**src/rtl/fp_square.sv**
```systemverilog
// fp_square: iterative IEEE-754 squarer (x*x) for one operand.
//
// An operand is accepted on a start pulse while the unit is IDLE or DONE.
// The significand product is built one multiplier bit per cycle with an
// MSB-first shift-add, then normalised, rounded and range-checked.
// Special operands (zero/subnormal, inf, NaN) bypass the multiplier.
// The result is held on o_sign/o_exp/o_frac with ready high until the next
// accepted start.
//
// Build option:
//   FP_SQUARE_RNE_EN  defined     -> round to nearest, ties to even
//                     not defined -> truncate (round toward zero)
//   Latency and all other behaviour are the same in both builds.
module fp_square #(
    parameter int EXP_W  = 11,
    parameter int FRAC_W = 52,
    parameter int BIAS   = 1023
) (
    input  logic              clk,
    input  logic              reset,
    input  logic              start,
    input  logic              i_sign,
    input  logic [EXP_W-1:0]  i_exp,
    input  logic [FRAC_W-1:0] i_frac,
    output logic              ready,
    output logic              o_sign,
    output logic [EXP_W-1:0]  o_exp,
    output logic [FRAC_W-1:0] o_frac
);

    localparam int SIG_W  = FRAC_W + 1;
    localparam int PROD_W = 2 * SIG_W;
    localparam int EW     = EXP_W + 2;
    localparam int CNT_W  = $clog2(SIG_W);

    localparam logic [2:0] S_IDLE = 3'd0;
    localparam logic [2:0] S_MUL  = 3'd1;
    localparam logic [2:0] S_NORM = 3'd2;
    localparam logic [2:0] S_SPEC = 3'd3;
    localparam logic [2:0] S_DONE = 3'd4;

    localparam logic signed [EW-1:0] BIAS_S = EW'(BIAS);
    localparam logic signed [EW-1:0] EMAX_S = EW'((1 << EXP_W) - 1);
    localparam logic signed [EW-1:0] ONE_S  = EW'(1);
    localparam logic signed [EW-1:0] ZERO_S = '0;
    localparam logic [CNT_W-1:0]     CNT_LAST = CNT_W'(FRAC_W);

    // State and datapath registers
    logic [2:0]        state_q,    state_d;
    logic [CNT_W-1:0]  cnt_q,      cnt_d;
    logic [PROD_W-1:0] acc_q,      acc_d;
    logic [SIG_W-1:0]  mq_q,       mq_d;
    logic [EXP_W-1:0]  op_exp_q,   op_exp_d;
    logic [FRAC_W-1:0] op_frac_q,  op_frac_d;
    logic              ready_q,    ready_d;
    logic [EXP_W-1:0]  o_exp_q,    o_exp_d;
    logic [FRAC_W-1:0] o_frac_q,   o_frac_d;

    // Combinational helpers
    logic [PROD_W-1:0]       acc_step;
    logic                    p_top;
    logic [FRAC_W-1:0]       frac_pre;
    logic                    guard;
    logic                    sticky;
    logic                    rnd_inc;
    logic                    rnd_carry;
    logic [FRAC_W:0]         frac_sum;
    logic signed [EW-1:0]    e_base;
    logic signed [EW-1:0]    e_norm;
    logic signed [EW-1:0]    e_fin;
    logic [EXP_W-1:0]        norm_exp;
    logic [FRAC_W-1:0]       norm_frac;
    logic [EXP_W-1:0]        spec_exp;
    logic [FRAC_W-1:0]       spec_frac;
    logic                    is_special;

    // The operand sign never affects a square; guard/sticky only feed the
    // rounding increment when nearest-even rounding is built in.
    logic [2:0] unused_bits;
    assign unused_bits = {i_sign, guard, sticky};

    // One shift-add step: acc = 2*acc + (next multiplier bit ? m : 0)
    always_comb begin
        acc_step = {acc_q[PROD_W-2:0], 1'b0}
                 + (mq_q[FRAC_W] ? {{SIG_W{1'b0}}, 1'b1, op_frac_q} : {PROD_W{1'b0}});
    end

    // Normalise the finished product, round it and clamp the exponent range
    always_comb begin
        p_top  = acc_q[PROD_W-1];
        e_base = $signed({1'b0, op_exp_q, 1'b0}) - BIAS_S;

        if (p_top) begin
            // Product in [2,4): hidden bit at PROD_W-1, exponent bumps by one
            frac_pre = acc_q[PROD_W-2 -: FRAC_W];
            guard    = acc_q[PROD_W-2-FRAC_W];
            sticky   = |acc_q[PROD_W-3-FRAC_W:0];
            e_norm   = e_base + ONE_S;
        end else begin
            frac_pre = acc_q[PROD_W-3 -: FRAC_W];
            guard    = acc_q[PROD_W-3-FRAC_W];
            sticky   = |acc_q[PROD_W-4-FRAC_W:0];
            e_norm   = e_base;
        end

`ifdef FP_SQUARE_RNE_EN
        rnd_inc = guard & (sticky | frac_pre[0]);
`else
        rnd_inc = 1'b0;
`endif

        frac_sum  = {1'b0, frac_pre} + {{FRAC_W{1'b0}}, rnd_inc};
        rnd_carry = frac_sum[FRAC_W];
        e_fin     = rnd_carry ? (e_norm + ONE_S) : e_norm;

        if (e_fin >= EMAX_S) begin
            norm_exp  = '1;
            norm_frac = '0;
        end else if (e_fin <= ZERO_S) begin
            // No subnormal outputs: anything below the normal range is +0
            norm_exp  = '0;
            norm_frac = '0;
        end else begin
            norm_exp  = e_fin[EXP_W-1:0];
            norm_frac = rnd_carry ? '0 : frac_sum[FRAC_W-1:0];
        end
    end

    // Special-case result from the latched operand (zero/subnormal, inf, NaN)
    always_comb begin
        if (op_exp_q == '0) begin
            spec_exp  = '0;
            spec_frac = '0;
        end else if (op_frac_q == '0) begin
            spec_exp  = '1;
            spec_frac = '0;
        end else begin
            // Quiet the NaN by forcing the top fraction bit, keep the payload
            spec_exp  = '1;
            spec_frac = {1'b1, op_frac_q[FRAC_W-2:0]};
        end
    end

    // Operand classification at accept time
    always_comb begin
        is_special = (i_exp == '0) || (i_exp == '1);
    end

    // Next-state logic for the control FSM and all datapath registers
    always_comb begin
        state_d   = state_q;
        cnt_d     = cnt_q;
        acc_d     = acc_q;
        mq_d      = mq_q;
        op_exp_d  = op_exp_q;
        op_frac_d = op_frac_q;
        ready_d   = ready_q;
        o_exp_d   = o_exp_q;
        o_frac_d  = o_frac_q;

        case (state_q)
            S_IDLE, S_DONE: begin
                if (start) begin
                    op_exp_d  = i_exp;
                    op_frac_d = i_frac;
                    mq_d      = {1'b1, i_frac};
                    acc_d     = '0;
                    cnt_d     = '0;
                    ready_d   = 1'b0;
                    state_d   = is_special ? S_SPEC : S_MUL;
                end
            end
            S_MUL: begin
                acc_d = acc_step;
                mq_d  = {mq_q[SIG_W-2:0], 1'b0};
                if (cnt_q == CNT_LAST) begin
                    cnt_d   = '0;
                    state_d = S_NORM;
                end else begin
                    cnt_d = cnt_q + CNT_W'(1);
                end
            end
            S_NORM: begin
                o_exp_d  = norm_exp;
                o_frac_d = norm_frac;
                ready_d  = 1'b1;
                state_d  = S_DONE;
            end
            S_SPEC: begin
                // Two cycles in SPEC give specials a fixed two-edge latency;
                // the first cycle only lets the decode settle from the latch.
                if (cnt_q == '0) begin
                    cnt_d = CNT_W'(1);
                end else begin
                    cnt_d    = '0;
                    o_exp_d  = spec_exp;
                    o_frac_d = spec_frac;
                    ready_d  = 1'b1;
                    state_d  = S_DONE;
                end
            end
            default: begin
                state_d = S_IDLE;
            end
        endcase
    end

    // Register update; reset aborts any operation and clears the outputs
    always_ff @(posedge clk or negedge reset) begin
        if (!reset) begin
            state_q   <= S_IDLE;
            cnt_q     <= '0;
            acc_q     <= '0;
            mq_q      <= '0;
            op_exp_q  <= '0;
            op_frac_q <= '0;
            ready_q   <= 1'b0;
            o_exp_q   <= '0;
            o_frac_q  <= '0;
        end else begin
            state_q   <= state_d;
            cnt_q     <= cnt_d;
            acc_q     <= acc_d;
            mq_q      <= mq_d;
            op_exp_q  <= op_exp_d;
            op_frac_q <= op_frac_d;
            ready_q   <= ready_d;
            o_exp_q   <= o_exp_d;
            o_frac_q  <= o_frac_d;
        end
    end

    assign ready  = ready_q;
    assign o_sign = 1'b0;
    assign o_exp  = o_exp_q;
    assign o_frac = o_frac_q;

endmodule

```
**config.mk**
```make
export PLATFORM = sky130hd
export DESIGN_NAME = fp_square
export DESIGN_NICKNAME = d
export VERILOG_FILES = /design/src/rtl/fp_square.sv
export SDC_FILE = /design/constraint.sdc
export NUM_CORES = 1
export LEC_CHECK = 0
export BUFFER_PORTS_ARGS = -buffer_cell sky130_fd_sc_hd__buf_4
export CORE_ASPECT_RATIO = 1.75
export CORE_MARGIN = 2
export CORE_UTILIZATION = 55
export CTS_CLUSTER_SIZE = 40
export DETAILED_ROUTE_END_ITERATION = 16
export GPL_TIMING_DRIVEN = 0
export HOLD_SLACK_MARGIN = 0.06
export MAX_ROUTING_LAYER = met4
export PLACE_DENSITY = 0.74
export SLEW_MARGIN = 5
export SYNTH_ARGS = -nofsm -noshare
export SYNTH_HDL_FRONTEND = slang
export SYNTH_SLANG_ARGS = --single-unit
```
**constraint.sdc**
```tcl
create_clock -name clk -period 9 [get_ports clk]
set_input_delay 0.9 -clock clk [delete_from_list [all_inputs] [get_ports clk]]
set_output_delay 0.9 -clock clk [all_outputs]
set_load 0.02 [all_outputs]
```
# [Yosys cells after proc, flatten, opt, wreduce, memory -nomap -nowiden]
# Index checks and enable logic that the tools add are counted.
[word_totals] ff_bits=295 latchBits=0 ram_bits=0 romBits=0 inputBits=67 output_inout_bits=65 wordCells=71 memories=0
[op_classes] addsub=4 mul=0 div_mod_pow=0 magnitude_cmp=2 n_eq_ne=9 shifts=0 n_mux=30 bitwise=0 reduce_logical=17
[op_table] operator="52-bit 2-to-1 mux" count=6
[op_table] operator="106-bit case mux with 2 select lines" count=1
[op_table] operator="106-bit by 53-bit adder with 106-bit output" count=1
[op_table] operator="106-bit 2-to-1 mux" count=1
[op_table] operator="53-bit 2-to-1 mux" count=2
[op_table] operator="53-bit case mux with 2 select lines" count=1
[op_table] operator="52-bit case mux with 2 select lines" count=1
[op_table] operator="52-bit zero test" count=1
[op_table] operator="11-bit 2-to-1 mux" count=4
[op_table] operator="11-bit zero test" count=2
[op_table] operator="11-bit case mux with 2 select lines" count=1
[op_table] operator="6-bit case mux with 3 select lines" count=1
[op_table] operator="13-bit by 2-bit adder with 13-bit output, second input constant" count=1
[op_table] operator="13-bit by 12-bit >= comparator with 1-bit output, second input constant" count=1
[op_table] operator="13-bit by 1-bit <= comparator with 1-bit output, second input constant" count=1
[op_table] operator="13-bit 2-to-1 mux" count=1
[op_table] operator="12-bit by 10-bit subtractor with 13-bit output, second input constant" count=1
[op_table] operator="6-bit 2-to-1 mux" count=2
[op_table] operator="3-bit case mux with 4 select lines" count=1
[op_table] operator="11-bit == test, second input constant" count=1
[op_table] operator="3-bit 2-to-1 mux" count=3
[op_table] operator="2-bit AND reduction" count=4
[op_table] operator="6-bit by 1-bit adder with 6-bit output, second input constant" count=1
[op_table] operator="3-bit by 2-bit == test with 1-bit output, second input constant" count=2
[op_table] operator="other kinds (14)" count=21

# [Logic depth before layout (Yosys ltp)]
[depth] word_depth=7 depth_mapped=16 depth_no_buf=14

# [Worst setup path after synthesis]
# OpenSTA, ideal clock, no wires.
[synth_path] path_kind="register to register" start="register mq_q[52]" end="register acc_q[101]" setup_time_ns=0.087 t_arrival_ns=3.429 t_required_ns=8.913 setup_slack_ns=5.484 stages_incl_launch_ff=17 path_buffers=2 synth_period_minus_slack_ns=3.516 cell_sequence="dfrtp_1 clkbuf_1 and2_1 ha_1 inv_1 fa_1 nor2b_1 o21bai_1 a21boi_0 a211oi_1 nor3_2 o2111ai_1 a21oi_2 nor2_1 buf_2 or4_1 o211ai_1"
[synth_between] elab_chain_cells=3
[synth_lines] element="from (decl)" line_no="52" rtl="logic [SIG_W-1:0] mq_q, mq_d;"
[synth_lines] element="from (signal assigned)" line_no="224" rtl="mq_q <= mq_d;"
[synth_lines] element="53-bit 2-to-1 mux" line_no="85" rtl="+ (mq_q[FRAC_W] ? {{SIG_W{1'b0}}, 1'b1, op_frac_q} : {PROD_W{1'b0}});"
[synth_lines] element="106-bit by 53-bit adder with 106-bit output" line_no="85"
[synth_lines] element="106-bit case mux with 2 select lines" line_no="161" rtl="case (state_q)"
[synth_lines] element="to (signal assigned)" line_no="213" rtl="acc_q <= '0;"
[synth_lines] element="to (signal assigned)" line_no="223" rtl="acc_q <= acc_d;"
[synth_lines] element="to (decl)" line_no="51" rtl="logic [PROD_W-1:0] acc_q, acc_d;"
# No other way between the ends.
# A chain may end at the register's enable or synchronous reset.

# [Worst setup path after layout]
[layout_path] start="register mq_q[52]" end="register acc_q[102]"
# The elaborated chain is that of the path after synthesis.

==> results by group <==
Placement
  – Routability cong.: ~1.0
  – Port bufs: around 130
  – Dpl hpwl: 42600 um

Layout
  – Final #Nets: around 2300
  – Layout area overhead: 14.6%
  – Ant. Diodes: 0
  – Share of cells above drive strength 1: under 10%

STA
  – Final hold vios: 0
  – Max-slew violations: 0
  – Setup Skew: 26.7 ps
  – RSZ-0062 raised after global routing: no
  – Worst-Margin Slew: 1220 ps
  – Crit share post-route: 61.3%
  – Setup violators final: 0
  – Max frequency: 181 MHz
  – Hold Slack: approximately 290 ps
  – Slew HR: a little under a fifth
  – Setup TNS Final: 0 ps
  – Min Tclk post-route: ~5500 ps

Routing
  – TritonRoute pass-1 iters: 7
  – Routed wire per std cell: about 22 um
  – Routed WL: approximately 57000 um
  – Post-route ant nets: 0
  – # DRC: 0
  – Post-DR vias/cell: just over 6
  – Vias: 16300
  – First DRT Iteration DRCs: around 1300

Clock network
  – Hold buffer count at cts: 0
  – Clk slew on worst S/H paths: around 70 ps
  – Postcts setup bufs: 0
  – Num CTS Buffers: 29
  – Clock Path Buffers: 3
  – Clock sink count: 295
  – CTS resizes: 0
  – Clk Latency, worst-skew pair: roughly 600 ps
  – H-Tree Depth: 1
  – Clk root buf: clkbuf_16
  – CTS tree: yes

Floorplanning
  – Core area: about 31000 um^2
  – Row count: 86
  – Die ar.: 33000 um^2
  – Die height: between 200 and 250 um
  – Die Wd: approximately 140 um
  – Starting density of the core: a little under three fifths
  – Top Ports: 132

Power
  – Pleak: slightly below 9 nW
  – Sw Share: between 40% and 50%
  – Flop pwr share: between 30% and 40%
  – P_sw: between 3 and 4 mW
  – Peak VDD IR: around 0.27 mV
  – Pwr Density: between 300 and 400 nW/um^2
  – Clock power share: 16.5%
  – Int Pwr: a little over 4 mW
  – Comb pwr share: 52.4%

Critical path
  – Crit path kind: flop to flop
  – Crit start category: flop
  – Critical-path cell list: clkbuf_1 > nand2_1 > inv_1 > ha_1 > a21o_1 > a21oi_1 > o21ai_0 > a221o_1 > o22ai_1 > o31ai_1 > a31o_2 > a32oi_1 > buf_2 > mux2i_1 > nand3_1
  – Max stage delay on crit path: 790 ps
  – Crit-path max FO: 10
  – Critical path required time: between 9000 and 10000 ps
  – WP data arrival: roughly 6000 ps
  – Slowest-stage cell, CP: dfrtp_1
  – CP endpoint kind: flop

Synth
  – Synth top area share: between 40 and 50%
  – Post-synth top area cell: dfrtp_1
  – Yosys cell types: 71
  – Main flop type after synthesis: dfrtp_1
  – Post-Syn Nets: 2177
  – Cells after Synth: ~2100
  – EDFF count, synth: 0
  – Top cells by area, synth: dfrtp_1 43%, nand2_1 9.8%, ha_1 4.3%
  – #FFs+latches synth: a little under 300
  – Syn avg cell area: around 8.5 um^2
  – Synth async-reset ratio: 100%
  – Sequential fraction of the synthesis area: 42.6%
  – Synth Cell Area: 17300 um^2
  – Yosys warnings: 0

Global routing
  – Grt total ovfl: 0
  – First-pass GRT wire length: approximately 90000 um
  – Number of global-route vias before repair: between 15000 and 20000
  – Overall Global Routing Usage: between 30% and 40%
  – Antenna violations before repair: 0
  – Largest net degree at the start of global routing: 117

Run status
  – Status: finished, final reports clean

Flow run
  – Max Cap Violations: 0

Worst hold path
  – Worst min path class: input pin to async pin
## final cells by class
| class | instances | area, um^2 |
|---|---|---|
| Tap cell | 396 | 495 |
| Multi-Input combinational cell | 1590 | 9310 |
| Timing Repair Buffer | 132 | 1040 |
| Buffer | 130 | 518 |
| Inverter | 35 | 131 |
| Clock buffer | 42 | 865 |
| Sequential cell | 295 | 7380 |
| Fill cell | 2775 | 11400 |
| Clock inverter | 10 | 133 |
## worst max-delay path: cells and delay by family (launching register included)
kind	cells	cell delay, ps
mux	1	240
buf+inv	3	1110
fa+ha+maj	1	230
simple gates	2	300
flops	1	790
compound gates	8	2720
## placed cells by master, fill, tap and decap left out, types with 9 or more instances in the layout
cell,netlist,routed
ha_1,59,59
or4_1,19,19
o21ai_0,112,112
buf_2,12,12
dfrtp_1,295,295
clkbuf_8,0,9
a21o_1,25,25
mux2i_1,59,59
inv_1,35,35
and3_1,26,26
nand3_1,117,117
o21bai_1,14,14
a2bb2oi_1,51,51
clkbuf_1,107,111
nor2_1,126,126
a31oi_1,18,18
o2111ai_1,10,10
clkbuf_16,0,29
nand4_1,28,28
nor4_1,23,23
o211ai_1,11,11
a32oi_1,11,11
buf_4,2,130
xnor2_1,47,47
nor3_1,22,21
a21oi_1,139,139
nand2_1,452,452
xor2_1,33,33
and2_1,59,59
## cell usage after synthesis, types with 4 or more instances
library cell,count
nand2_1,452
dfrtp_1,295
a21oi_1,139
nor2_1,126
nand3_1,117
o21ai_0,112
clkbuf_1,107
and2_1,59
ha_1,59
mux2i_1,59
a2bb2oi_1,51
xnor2_1,47
inv_1,35
xor2_1,33
nand4_1,28
and3_1,26
a21o_1,25
nor4_1,23
nor3_1,22
or4_1,19
a31oi_1,18
o21bai_1,14
buf_2,12
a32oi_1,11
o211ai_1,11
o2111ai_1,10
a211oi_1,8
buf_1,8
nand2b_1,8
o31ai_1,8
a211o_1,7
a22o_1,7
o21ai_1,7
a2111oi_0,6
and4_1,5
o31a_1,5
or3_1,5
a22oi_1,4
nor2b_1,4
nor3b_1,4
## power by group through the flow
stage	clock network (mW)	registers [mW]	logic [mW]
after floorplan	0	2.44	2.62
after global placement	0	2.44	3.98
after detailed placement	0	2.46	4.06
after CTS	1.31	2.44	4.09
after global routing	1.36	2.52	4.52
final	1.30	2.45	4.13
## per-layer routing
layer | track usage (%) | up-vias | wire length (um)
met5 | - | - | 0
met4 | 18.8 | 0 | 3520
met1 | 40.4 | 7937 | 21600
li1 | - | 7567 | -
met2 | 61.4 | 639 | 28800
met3 | 3.81 | 201 | 3130
## logic make-up (layout without fill, tap and decap cells)
kind of cell / after synthesis / after routing / share of synthesized area (%)
simple gates: 913 / 913 / 24.0
compound gates: 476 / 476 / 17.7
mux: 60 / 60 / 3.47
xor+xnor: 80 / 80 / 4.04
fa+ha+maj: 60 / 60 / 4.37
other cells: 1 / 1 / 0.0216
buf+inv: 165 / 349 / 3.75
flops: 295 / 295 / 42.6
## worst paths after layout
check / from / to / slack, ps / depth (start not counted)
worst max-delay path: mq_q[52] / acc_q[102] / 3480 / 15
worst max register to register: mq_q[52] / acc_q[102] / 3480 / 15
worst min register to register: mq_q[5] / mq_q[5] / 480 / 2
min in group clk: mq_q[5] / mq_q[5] / 480 / 2
worst min-delay path: reset / mq_q[40] / 290 / 1
max in group asynchronous: reset / mq_q[10] / 7240 / 3
## through the flow
step | setup slack [ps] | cells | utilization (%) | total power [mW] | instance area, um^2
2_1_floorplan | 5480 | 2050 | - | 5.06 | 17300
3_3_place_gp | 3740 | 2575 | 60.0 | 6.41 | 18800
3_5_place_dp | 3680 | 2578 | 60.3 | 6.52 | 18900
4_1_cts | 3650 | 2630 | 63.5 | 7.84 | 19900
5_1_grt | 3370 | 2630 | 63.5 | 8.39 | 19900
6_report | 3480 | 2630 | 63.5 | 7.88 | 19900
## state kept, by name, summed over array words and instances, names as in the netlist
name and cells:
op_exp_q 11, o_exp 11, mq_q 53, ready 1
acc_q 106, op_frac_q 52, o_frac 52, state_q 3
cnt_q 6
No activity file was read; power rests on OpenSTA's default activity.
